===== src/rtl/wb_port_arbiter.sv =====
// wb_port_arbiter
// Owns the single GPR write port. Two requesters share it:
//   - the W pipeline stage (ALU / Mem / PC+8 writeback);
//   - the multiply/divide unit, whose results are queued in a small FIFO.
// W always wins. Queued results retire into idle W slots. A result that
// has waited too long raises stall_req so the pipeline inserts a bubble.
//
// Ports
//   clk, reset           rising-edge clock, asynchronous active-low reset
//   w_valid, w_a3, w_sel W-stage write request, destination, source select
//   w_alu, w_mem, w_pc8  candidate writeback values
//   md_valid, md_a3,     MDU result offer
//   md_data
//   md_ready             MDU handshake ready (combinational)
//   rf_we, rf_a3, rf_wd  registered GRF write port
//   stall_req            registered bubble request
//   pending              buffer holds at least one entry
//
// Handshake: an MDU transfer happens on a rising edge where md_valid and
// md_ready are both 1. md_ready depends only on the buffer occupancy, never
// on md_valid. While md_valid=1 and md_ready=0 the MDU keeps md_a3/md_data
// stable. A transfer to $0, or one that collides with a live W write to the
// same register, is accepted but dropped.
module wb_port_arbiter #(
  parameter int DEPTH    = 4,
  parameter int MAX_WAIT = 8
) (
  input  logic        clk,
  input  logic        reset,
  input  logic        w_valid,
  input  logic [4:0]  w_a3,
  input  logic [1:0]  w_sel,
  input  logic [31:0] w_alu,
  input  logic [31:0] w_mem,
  input  logic [31:0] w_pc8,
  input  logic        md_valid,
  input  logic [4:0]  md_a3,
  input  logic [31:0] md_data,
  output logic        md_ready,
  output logic        rf_we,
  output logic [4:0]  rf_a3,
  output logic [31:0] rf_wd,
  output logic        stall_req,
  output logic        pending
);

  localparam int PW = $clog2(DEPTH);
  localparam int CW = $clog2(DEPTH + 1);
  localparam logic [CW-1:0] DEPTH_C = CW'(DEPTH);
  localparam logic [7:0]    AGE_LIM = 8'(MAX_WAIT - 1);

  typedef enum logic [1:0] {
    S_IDLE  = 2'd0,
    S_DRAIN = 2'd1,
    S_FORCE = 2'd2
  } state_e;

  state_e        state_q, state_d;
  logic [PW-1:0] wr_ptr_q, wr_ptr_d;
  logic [PW-1:0] rd_ptr_q, rd_ptr_d;
  logic [CW-1:0] count_q, count_d;
  logic [7:0]    age_q, age_d;
  logic [DEPTH-1:0] ent_v_q, ent_v_d;
  logic [4:0]    ent_a3_q [DEPTH];
  logic [4:0]    ent_a3_d [DEPTH];
  logic [31:0]   ent_wd_q [DEPTH];
  logic [31:0]   ent_wd_d [DEPTH];
  logic          rf_we_q, rf_we_d;
  logic [4:0]    rf_a3_q, rf_a3_d;
  logic [31:0]   rf_wd_q, rf_wd_d;

  logic          w_live;
  logic          pop;
  logic          enq;
  logic [31:0]   w_data;

  assign md_ready  = (count_q < DEPTH_C);
  assign pending   = (count_q != '0);
  assign w_live    = w_valid && (w_a3 != 5'd0);
  // Any idle W slot consumes the head, even a killed one.
  assign pop       = !w_live && pending;
  assign enq       = md_valid && md_ready && (md_a3 != 5'd0) &&
                     !(w_live && (md_a3 == w_a3));

  assign rf_we     = rf_we_q;
  assign rf_a3     = rf_a3_q;
  assign rf_wd     = rf_wd_q;
  assign stall_req = (state_q == S_FORCE);

  always_comb begin
    case (w_sel)
      2'b01:   w_data = w_mem;
      2'b10:   w_data = w_pc8;
      default: w_data = w_alu;
    endcase
  end

  always_comb begin
    rf_we_d  = 1'b0;
    rf_a3_d  = rf_a3_q;
    rf_wd_d  = rf_wd_q;
    ent_v_d  = ent_v_q;
    ent_a3_d = ent_a3_q;
    ent_wd_d = ent_wd_q;
    wr_ptr_d = wr_ptr_q;
    rd_ptr_d = rd_ptr_q;

    if (w_live) begin
      rf_we_d = 1'b1;
      rf_a3_d = w_a3;
      rf_wd_d = w_data;
      // Buffered results for the same register are older than this write.
      for (int i = 0; i < DEPTH; i++) begin
        if (ent_a3_q[i] == w_a3) ent_v_d[i] = 1'b0;
      end
    end else if (pop) begin
      if (ent_v_q[rd_ptr_q]) begin
        rf_we_d = 1'b1;
        rf_a3_d = ent_a3_q[rd_ptr_q];
        rf_wd_d = ent_wd_q[rd_ptr_q];
      end
      rd_ptr_d = rd_ptr_q + PW'(1);
    end

    // The slot at wr_ptr is free whenever enq can be 1, so the kill loop
    // above never touches the entry written here.
    if (enq) begin
      ent_v_d[wr_ptr_q]  = 1'b1;
      ent_a3_d[wr_ptr_q] = md_a3;
      ent_wd_d[wr_ptr_q] = md_data;
      wr_ptr_d           = wr_ptr_q + PW'(1);
    end

    count_d = count_q + CW'(enq) - CW'(pop);

    if (pending && !pop) begin
      age_d = (age_q == 8'hFF) ? age_q : age_q + 8'd1;
    end else begin
      age_d = 8'd0;
    end
  end

  always_comb begin
    state_d = state_q;
    case (state_q)
      S_IDLE: begin
        if (enq) state_d = S_DRAIN;
      end
      S_DRAIN: begin
        if (count_d == '0) begin
          state_d = S_IDLE;
        end else if (!pop && (age_q >= AGE_LIM)) begin
          state_d = S_FORCE;
        end
      end
      S_FORCE: begin
        if (pop) state_d = (count_d == '0) ? S_IDLE : S_DRAIN;
      end
      default: state_d = S_IDLE;
    endcase
  end

  always_ff @(posedge clk or negedge reset) begin
    if (!reset) begin
      state_q  <= S_IDLE;
      wr_ptr_q <= '0;
      rd_ptr_q <= '0;
      count_q  <= '0;
      age_q    <= '0;
      ent_v_q  <= '0;
      ent_a3_q <= '{default: '0};
      ent_wd_q <= '{default: '0};
      rf_we_q  <= 1'b0;
      rf_a3_q  <= '0;
      rf_wd_q  <= '0;
    end else begin
      state_q  <= state_d;
      wr_ptr_q <= wr_ptr_d;
      rd_ptr_q <= rd_ptr_d;
      count_q  <= count_d;
      age_q    <= age_d;
      ent_v_q  <= ent_v_d;
      ent_a3_q <= ent_a3_d;
      ent_wd_q <= ent_wd_d;
      rf_we_q  <= rf_we_d;
      rf_a3_q  <= rf_a3_d;
      rf_wd_q  <= rf_wd_d;
    end
  end

endmodule

===== config.mk =====
export PLATFORM = sky130hd
export DESIGN_NAME = wb_port_arbiter
export DESIGN_NICKNAME = d
export VERILOG_FILES = /design/src/rtl/wb_port_arbiter.sv
export SDC_FILE = /design/constraint.sdc
export NUM_CORES = 1
export LEC_CHECK = 0
export ABC_AREA = 1
export CAP_MARGIN = 20
export CORE_MARGIN = 2
export CORE_UTILIZATION = 50
export CTS_BUF_LIST = sky130_fd_sc_hd__clkbuf_16
export DETAILED_ROUTE_END_ITERATION = 10
export PLACE_DENSITY = 0.76
export SYNTH_ARGS = -nofsm -noshare
export SYNTH_HDL_FRONTEND = slang
export SYNTH_SLANG_ARGS = --single-unit

===== constraint.sdc =====
create_clock -name clk -period 7.45 [get_ports clk]
set_input_delay 1.1175 -clock clk [delete_from_list [all_inputs] [get_ports clk]]
set_output_delay 1.1175 -clock clk [all_outputs]
set_load 0.03 [all_outputs]

# Yosys cells after proc, flatten, opt, wreduce, memory -nomap -nowiden
# Index checks and enable logic that the tools add are counted.
[totals]
reg_bits = 207
inputBits = 144
output_inout_bits = 41
elab_cells = 111
[classes]
addsub = 5
magnitude_cmp = 8
eq_ne = 14
muxes = 40
bitwise_logic = 4
n_reduce_logical = 23
[ops]
columns = ["cell", "n"]
rows = [
  ["two-way mux 32 bit", 6],
  ["bitwise mux 128 bit", 1],
  ["binary-select mux 32 bit (select 2 bit)", 1],
  ["demux 32 bit (select 2 bit)", 1],
  ["case mux 32 bit (2 select lines)", 1],
  ["two-way mux 5 bit", 6],
  ["equality test 5 bit", 5],
  ["bitwise mux 20 bit", 1],
  ["two-way mux 8 bit", 2],
  ["binary-select mux 5 bit (select 2 bit)", 1],
  ["demux 5 bit (select 2 bit)", 1],
  ["logical AND 1 bit", 10],
  ["two-way mux 1 bit", 10],
  ["nonzero test 5 bit", 2],
  ["adder 8 x 1 -> 8 bit, second input constant", 1],
  ["equality test 8 bit, second input constant", 1],
  ["greater-or-equal comparator 8 x 3 -> 1 bit, second input constant", 1],
  ["two-way mux 2 bit", 4],
  ["two-way mux 4 bit", 2],
  ["greater-or-equal comparator 3 bit, second input constant", 2],
  ["< comparator 2 x 3 -> 1 bit, second input constant", 2],
  ["NOT 2 -> 3 bit", 2],
  ["case mux 2 bit (3 select lines)", 1],
  ["adder 2 x 1 -> 2 bit, second input constant", 2],
  ["21 further kinds", 28],
]

# Depth between registers and ports, before layout
# Gate-level depths: netlist of run 1.
[logic_depth]
depth_word = 11
mapped_depth = 22
ltp_nobuf = 19

# Worst setup path before layout of run 1
# OpenSTA, ideal clock, no wires.
[synth_path]
path_kind = "input-to-reg"
from = "input port w_a3[4]"
to = "register state_q[0]"
setup_time_ns = 0.065
arrival_time_ns = 3.534
required_ns = 7.385
path_slack_ns = 3.851
cell_stages = 20
path_buffers = 3
path_cell_list = "buf_2 > nor2_2 > nand3_2 > nand2_4 > inv_2 > nand3_2 > nand2_4 > buf_6 > buf_4 > ha_1 > inv_1 > ha_1 > fa_1 > nor2_1 > nand3_1 > nand2_1 > inv_1 > a21oi_1 > nand3_1 > nand2_1"
[synth_between]
elab_chain_len = 11
[synth_rtl]
columns = ["item", "line_no", "rtl"]
rows = [
  ["start, declared", "31", "input logic [4:0] w_a3,"],
  ["nonzero test 5 bit", "79", "assign w_live = w_valid && (w_a3 != 5'd0);"],
  ["logical AND 1 bit", "79", ""],
  ["logical AND 1 bit", "83", "!(w_live && (md_a3 == w_a3));"],
  ["logical NOT 1 bit", "83", ""],
  ["logical AND 1 bit", "82", "assign enq = md_valid && md_ready && (md_a3 != 5'd0) &&"],
  ["adder 3 x 1 -> 3 bit", "134", "count_d = count_q + CW'(enq) - CW'(pop);"],
  ["subtractor 3 x 1 -> 3 bit *", "134", ""],
  ["named net count_d[1]", "61", "logic [CW-1:0] count_q, count_d;"],
  ["logical NOT 3 bit *", "150, 157", ""],
  ["two-way mux 1 bit", "157", "if (pop) state_d = (count_d == '0) ? S_IDLE : S_DRAIN;"],
  ["two-way mux 2 bit", "157", ""],
  ["case mux 2 bit (3 select lines)", "145", "case (state_q)"],
  ["end signal, assigned", "177", "state_q <= state_d;"],
  ["end, declared", "58", "state_e state_q, state_d;"],
]
# Mark *: on every way through the listed nets, which the timed path passes. The rest lies on a longest branch. The select of a mux whose other input is x is not followed.
# A chain may end at the register's enable or synchronous reset.

# Worst setup path in the final report of run 1
[layout_path]
from = "input port w_a3[2]"
to = "register state_q[0]"
# Same word-level chain as after synthesis.

==> qor.yml, run 1 <==
post-cts-setup-buffers: 0
muxShareOfSynthArea_pct: 0
cts_buffers: 22
path_max_fanout: 65
htreeDepth: 1
syn2layout_area_growth_pct: 24.2
max-cap-violations: 0
slew_violations: 0
power.switching_mw: 2.19
cts_buffer_depth: 3
post_dp_cell_area_um2: 12500
power.internal_mw: 3.14
vias: 9706
pwr-share-comb_pct: 43.5
rsz0062_at_grt: "false"
via_per_inst: 5.46
cts.sinks: 207
total_power_mw: 5.33
cp_data_required_time_ns: 7.89
first_global_vias: 9340
crit_family: "simple AND/OR/NAND/NOR gates"
cp_slowest_cell: "inv_2"
pre_cts_slack_ns: 1.74
die_h_um: 150
core_area_um2: 21000
drt-initial-drc-count: 626
critPathKind: "input port to register"
crit_path_start_kind: "input port"
ys_warn_count: 0
fin_crit_sh_pct: 70.3
final_util_pct: 63.1
hpwl_um: 18600
yosys.area_share.simple_pct: 20.7
dr.pass1.iters: 5
seq_area_um2: 5180
grt.total_usage_pct: 25.7
arrival_ns: 5.68
syn_area_um2: 10600
antenna_found_initial: 1
tritoncts: "done"
n_antenna_cell: 0
drive_above_1_share_pct: 4.19
initial_core_util_pct: 50.8
overflow: 0
grt_max_degree: 124
slowest_delay_ns: 0.75
p_seq_share_pct: 36.1
synth_fa_ha_area_share_pct: 1.25
power_leakage_nw: 6.07
fmaxAchievable_ghz: 0.191
crit_chain: "clkdlybuf4s50_1, nor2_2, nand3_2, nand2_4, inv_2, nand3_2, nand2_4, ha_1, inv_1, ha_1, fa_1, nor2_1, nand3_1, nand2_1, inv_1, a21oi_1, nand3_1, nand2_1"
die_x_um: 150
synth_compound_area_share_pct: 19.4
n_fill_cell: 1847
hold_viol: 0
nNetsFinal: 1644
clkPwrFrac_pct: 20.4
place.gp.congestion: 0.918
routed_wl_um: 29200
ctsResizeCount: 0
swShare_pct: 41.0
grt_pass1_wl_um: 47000
clk_pin_slew_ns: 0.06
relSlewSlack_pct: 25.7
design_area_um2: 13200
multi_input_area_um2: 4610
setup_viol: 0
fin_crit_ns: 5.23
synth_top_family_by_area: "simple AND/OR/NAND/NOR gates"
avgSynthCellArea_um2: 7.81
worst_slack_ns: 2.22
insertion_delay_ns: 0.50
num_rows: 53
synthesis.nets: 1517
synth_cell_types: 33
seq_area_frac_synth_pct: 48.7
clock_skew_ns: 0.00985
cts_hold_buf: 0
ir_drop_mv: 0.223
worstHoldPathType: "register to register"
pin_count: 185
crit_path_end_kind: "register"
netlist_instances: 1363
ys_ff_latch: 207
critPathBufInv: 4
clockRootBuffer: "clkbuf_16"
status: "finished, final reports clean"
route.detailed.drc: 0
die_area_um2: 22500
power.density_nw_per_um2: 403
setup_tns_ns: 0
ant_nets: 0
wire_per_inst_um: 16.4
io_buffers: 184
worst_slew_pin_slew_ns: 1.11
synth_xor_xnor_area_share_pct: 1.81
==> state kept, by name (all words and copies together), names as in the netlist, 3 cells and up <==
| name | count |
|---|---|
| rf_wd | 32 |
| count_q | 3 |
| ent_v_q | 4 |
| ent_a3_q | 20 |
| age_q | 8 |
| rf_a3 | 5 |
| ent_wd_q | 128 |
==> routing by layer <==
| metal | vias up | global-route usage (%) | part of all wire (%) |
|---|---|---|---|
| met5 | - | 0 | 0.044 |
| met4 | 2 | 5.52 | 1.7 |
| met3 | 41 | 4.76 | 7.7 |
| met2 | 331 | 42.4 | 46 |
| li1 | 4730 | - | - |
| met1 | 4602 | 35.5 | 44 |
==> cell usage after synthesis, drive strengths merged <==
library cell,count,area [um^2]
ha,9,113
nand2,418,1590
a31oi,35,219
o221ai,1,8.76
dfrtp,207,5180
o22ai,4,25.0
buf,54,335
nor2,73,299
xor2,9,78.8
clkinv,1,3.75
fa,1,20.0
a211oi,1,7.51
clkbuf,42,158
xnor2,13,114
a21oi,69,345
nand4,6,37.5
a22o,32,280
nand3,49,255
nor3b,1,7.51
a22oi,2,15.0
o21ai,233,1170
inv,99,372
nor3,4,20.0
==> kinds of logic (layout without fill, tap and decap cells) <==
| kind of cell | Yosys count | after routing |
|---|---|---|
| xor gates and xnor gates | 22 | 22 |
| DFF | 207 | 207 |
| and+or+nand+nor | 551 | 551 |
| adders and majority gates | 10 | 10 |
| AOI/OAI and AO/OA | 377 | 377 |
| buffers and inverters | 196 | 335 |
==> cells in the final DEF, fill, tap and decap left out <==
cell and n:
a211oi_1 1, a21oi_1 69, a22o_1 32, a22oi_1 2, a31oi_1 35, buf_16 2, buf_4 13, bufinv_16 3
clkbuf_16 23, clkbuf_8 1, clkdlybuf4s50_1 183, clkinv_1 6, clkinv_2 2, dfrtp_1 206, dfrtp_4 1, fa_1 1
ha_1 9, inv_1 96, inv_2 6, nand2_1 414, nand2_2 2, nand2_4 2, nand3_1 47, nand3_2 2
nand4_1 6, nor2_1 67, nor2_2 2, nor2_4 4, nor3_1 4, nor3b_1 1, o21ai_0 124, o21ai_1 109
o221ai_1 1, o22ai_1 4, xnor2_1 13, xor2_1 9
==> cell type report <==
type                            instances  share of cell area [%]
Sequential cell                       207                    39.2
Multi-Input combinational cell        960                    34.9
Timing Repair Buffer                  199                    15.1
Clock buffer                           23                    4.35
Inverter                              100                    2.84
Tap cell                              275                    2.60
Clock inverter                         13                   0.984
==> path summary, 6_finish.rpt <==
| check | from | to | slack, ns | depth (start not counted) |
|---|---|---|---|---|
| worst max-delay path | w_a3[2] | state_q[0] | 2.22 | 18 |
| worst min-delay path | ent_wd_q[19] | ent_wd_q[19] | 0.48 | 2 |
| worst max register to register | rd_ptr_q[0] | rf_a3[0] | 4.14 | 10 |
| worst min register to register | ent_wd_q[19] | ent_wd_q[19] | 0.48 | 2 |
| max in group asynchronous | reset | ent_wd_q[63] | 5.47 | 2 |
| min in group asynchronous | reset | rf_wd[26] | 0.65 | 1 |
==> power groups by stage <==
stage,Sequential [mW],Clock [mW],Combinational [mW]
2_1_floorplan,2.06,0,1.42
3_3_place_gp,1.92,0,2.24
3_5_place_dp,1.94,0,2.30
4_1_cts,1.92,1.10,2.31
5_1_grt,1.98,1.16,2.57
6_report,1.92,1.09,2.31
==> worst reg2reg max path, delay by kind of cell (launching register included) <==
family	cells	cell delay [ns]
buffers and inverters	4	1.88
and+or+nand+nor	5	0.69
AOI/OAI and AO/OA	1	0.09
DFF	1	0.54
==> metrics by stage <==
step,hold slack (ns),std cells
4_1_cts,0.483,1776
3_3_place_gp,0.460,1739
3_5_place_dp,0.467,1740
2_1_floorplan,0.445,1363
5_1_grt,0.502,1777
6_report,0.481,1777
Note: power is estimated with default switching activity, not from simulation.
==> run 2: changes to the inputs <==
Settings changed: CORE_UTILIZATION 50 to 48.
Clock period 7.45 ns to 4.6 ns, I/O delays scaled along.
==> qor.yml, run 2 (synthesized netlist as in run 1, its figures left out) <==
status: "finished, final reports clean"
seq_area_um2: 5180  # about the same
n_fill_cell: 1947  # +5.4%
pin_count: 185  # unchanged
tritoncts: "done"
relSlewSlack_pct: 26.6  # +0.93 points
cts_hold_buf: 0  # unchanged
reg2reg_from: "count_q[1]"
worst_slew_pin_slew_ns: 1.10  # -0.0139 ns
overflow: 0  # unchanged
design_area_um2: 13300  # +0.61%
fin_crit_sh_pct: 67.5
crit_end: "state_q[1]"
first_global_vias: 9684  # +3.7%
cp-startpoint: "w_a3[2]"
clk_pin_slew_ns: 0.06  # about the same
cts_buffers: 23  # +4.5%
ir_drop_mv: 0.359  # +61%
multi_input_area_um2: 4610  # unchanged
layout.cells.most_common_list: "414 x nand2_1, 205 x dfrtp_1, 183 x clkdlybuf4s50_1"
fin_crit_ns: 3.10
power_leakage_nw: 6.11  # +0.67%
arrival_ns: 3.55  # -2.13 ns
grt.total_usage_pct: 25.5  # -0.19 points
syn2layout_area_growth_pct: 24.9
setup_tns_ns: 0  # unchanged
grt_max_degree: 133  # +7.3%
worstReg2RegEnd: "state_q[1]"
crit_path_start_kind: "input port"
r2r_cells: 15  # +5
slew_violations: 0  # unchanged
initial_core_util_pct: 48.8  # -2.0 points
insertion_delay_ns: 0.51  # about the same
max-cap-violations: 0  # unchanged
via_per_inst: 5.49  # +0.60%
die_x_um: 153  # +2.0%
place.gp.congestion: 0.889  # -3.2%
post-cts-setup-buffers: 0  # unchanged
clock_skew_ns: 0.0143  # +0.00447 ns
dr.pass1.iters: 7  # +2
power.density_nw_per_um2: 652  # +62%
wire_per_inst_um: 16.9  # +2.6%
setup_viol: 0  # unchanged
critPathKind: "input port to register"
core_area_um2: 21800  # +4.1%
ctsResizeCount: 0  # unchanged
drt-initial-drc-count: 812  # +30%
n_antenna_cell: 0  # unchanged
num_rows: 54  # +1.9%
final_common_cell: "nand2_1"
crit_path_end_kind: "register"
antenna_found_initial: 1  # unchanged
hpwl_um: 19000  # +2.0%
nNetsFinal: 1651  # +0.43%
ant_nets: 0  # unchanged
grt_pass1_wl_um: 49600  # +5.5%
io_buffers: 184  # unchanged
largest_register_ffs: 128  # unchanged
cts.sinks: 207  # unchanged
rsz0062_at_grt: "false"
cp_data_required_time_ns: 5.04  # -2.85 ns
drive_above_1_share_pct: 4.89  # +0.70 points
fmaxAchievable_ghz: 0.322
clockRootBuffer: "clkbuf_16"
die_area_um2: 23400  # +4.1%
routed_wl_um: 30200  # +3.5%
r2r_slack_ns: 1.86  # -2.28 ns
hold_viol: 0  # unchanged
fin_cells: 1792  # +0.84%
largest_register: "ent_wd_q"
path_max_fanout: 7  # -89%
htreeDepth: 1  # unchanged
worstHoldPathType: "input port to async pin"
place_inst: 1750  # +0.57%
route.detailed.drc: 0  # unchanged
die_h_um: 153  # +2.0%
cts_buffer_depth: 3  # unchanged
vias: 9847  # +1.5%
post_dp_cell_area_um2: 12500  # +0.40%
run 2: where the power goes:
group	internal (mW)	switching, mW	total [mW]
Clock	1.02	0.728	1.75
Sequential	2.68	0.488	3.17
Combinational	1.37	2.39	3.75
Total	5.06	3.60	8.67
run 2: worst min path at each step:
stage | start | end | slack [ns] | cells after the start
3_3_place_gp | ent_wd_q[95] | ent_wd_q[95] | 0.46 | 2
2_1_floorplan | reset | age_q[0] | 0.39 | 0
6_report | reset | ent_wd_q[122] | 0.12 | 1
5_1_grt | reset | ent_wd_q[122] | 0.15 | 1
3_5_place_dp | ent_wd_q[29] | ent_wd_q[29] | 0.47 | 2
4_1_cts | reset | ent_wd_q[122] | 0.42 | 1
run 2: through the flow:
step,hold WS (ns),setup slack [ns],util (%),total power [mW]
global route,0.145,1.27,60.9,9.31
CTS,0.421,1.54,60.7,8.66
finish,0.124,1.50,60.9,8.67
global placement,0.460,1.17,57.4,6.74
floorplan,0.394,1.43,-,5.64
detailed placement,0.469,1.02,57.4,6.89
run 2: layer usage:
layer,global-route usage (%),part of all wire [%],vias to the layer above
met1,35.8,44,4636
li1,-,-,4745
met4,4.89,1.4,2
met3,4.62,8.0,46
met5,0,0.043,-
met2,42.0,46,418
run 2: area by class of cell:
cell class / count / share of cell area [%]
Inverter: 100 / 2.82
Clock buffer: 23 / 4.33
Clock inverter: 17 / 0.997
Multi-Input combinational cell: 960 / 34.7
Sequential cell: 207 / 39.0
Tap cell: 280 / 2.63
Timing Repair Buffer: 205 / 15.6
run 2: critical path, stage by stage:
cell,delay [ns]
clkdlybuf4s50_1,0.61
nor2_2,0.20
nand3_2,0.11
nand2_4,0.08
inv_2,0.04
nand3_2,0.08
nand2_4,0.05
ha_1,0.26
inv_1,0.04
ha_1,0.19
fa_1,0.46
nor2_1,0.12
nand3_1,0.10
nand2_1,0.07
inv_1,0.06
a21oi_1,0.18
nand3_1,0.10
nand2_1,0.08
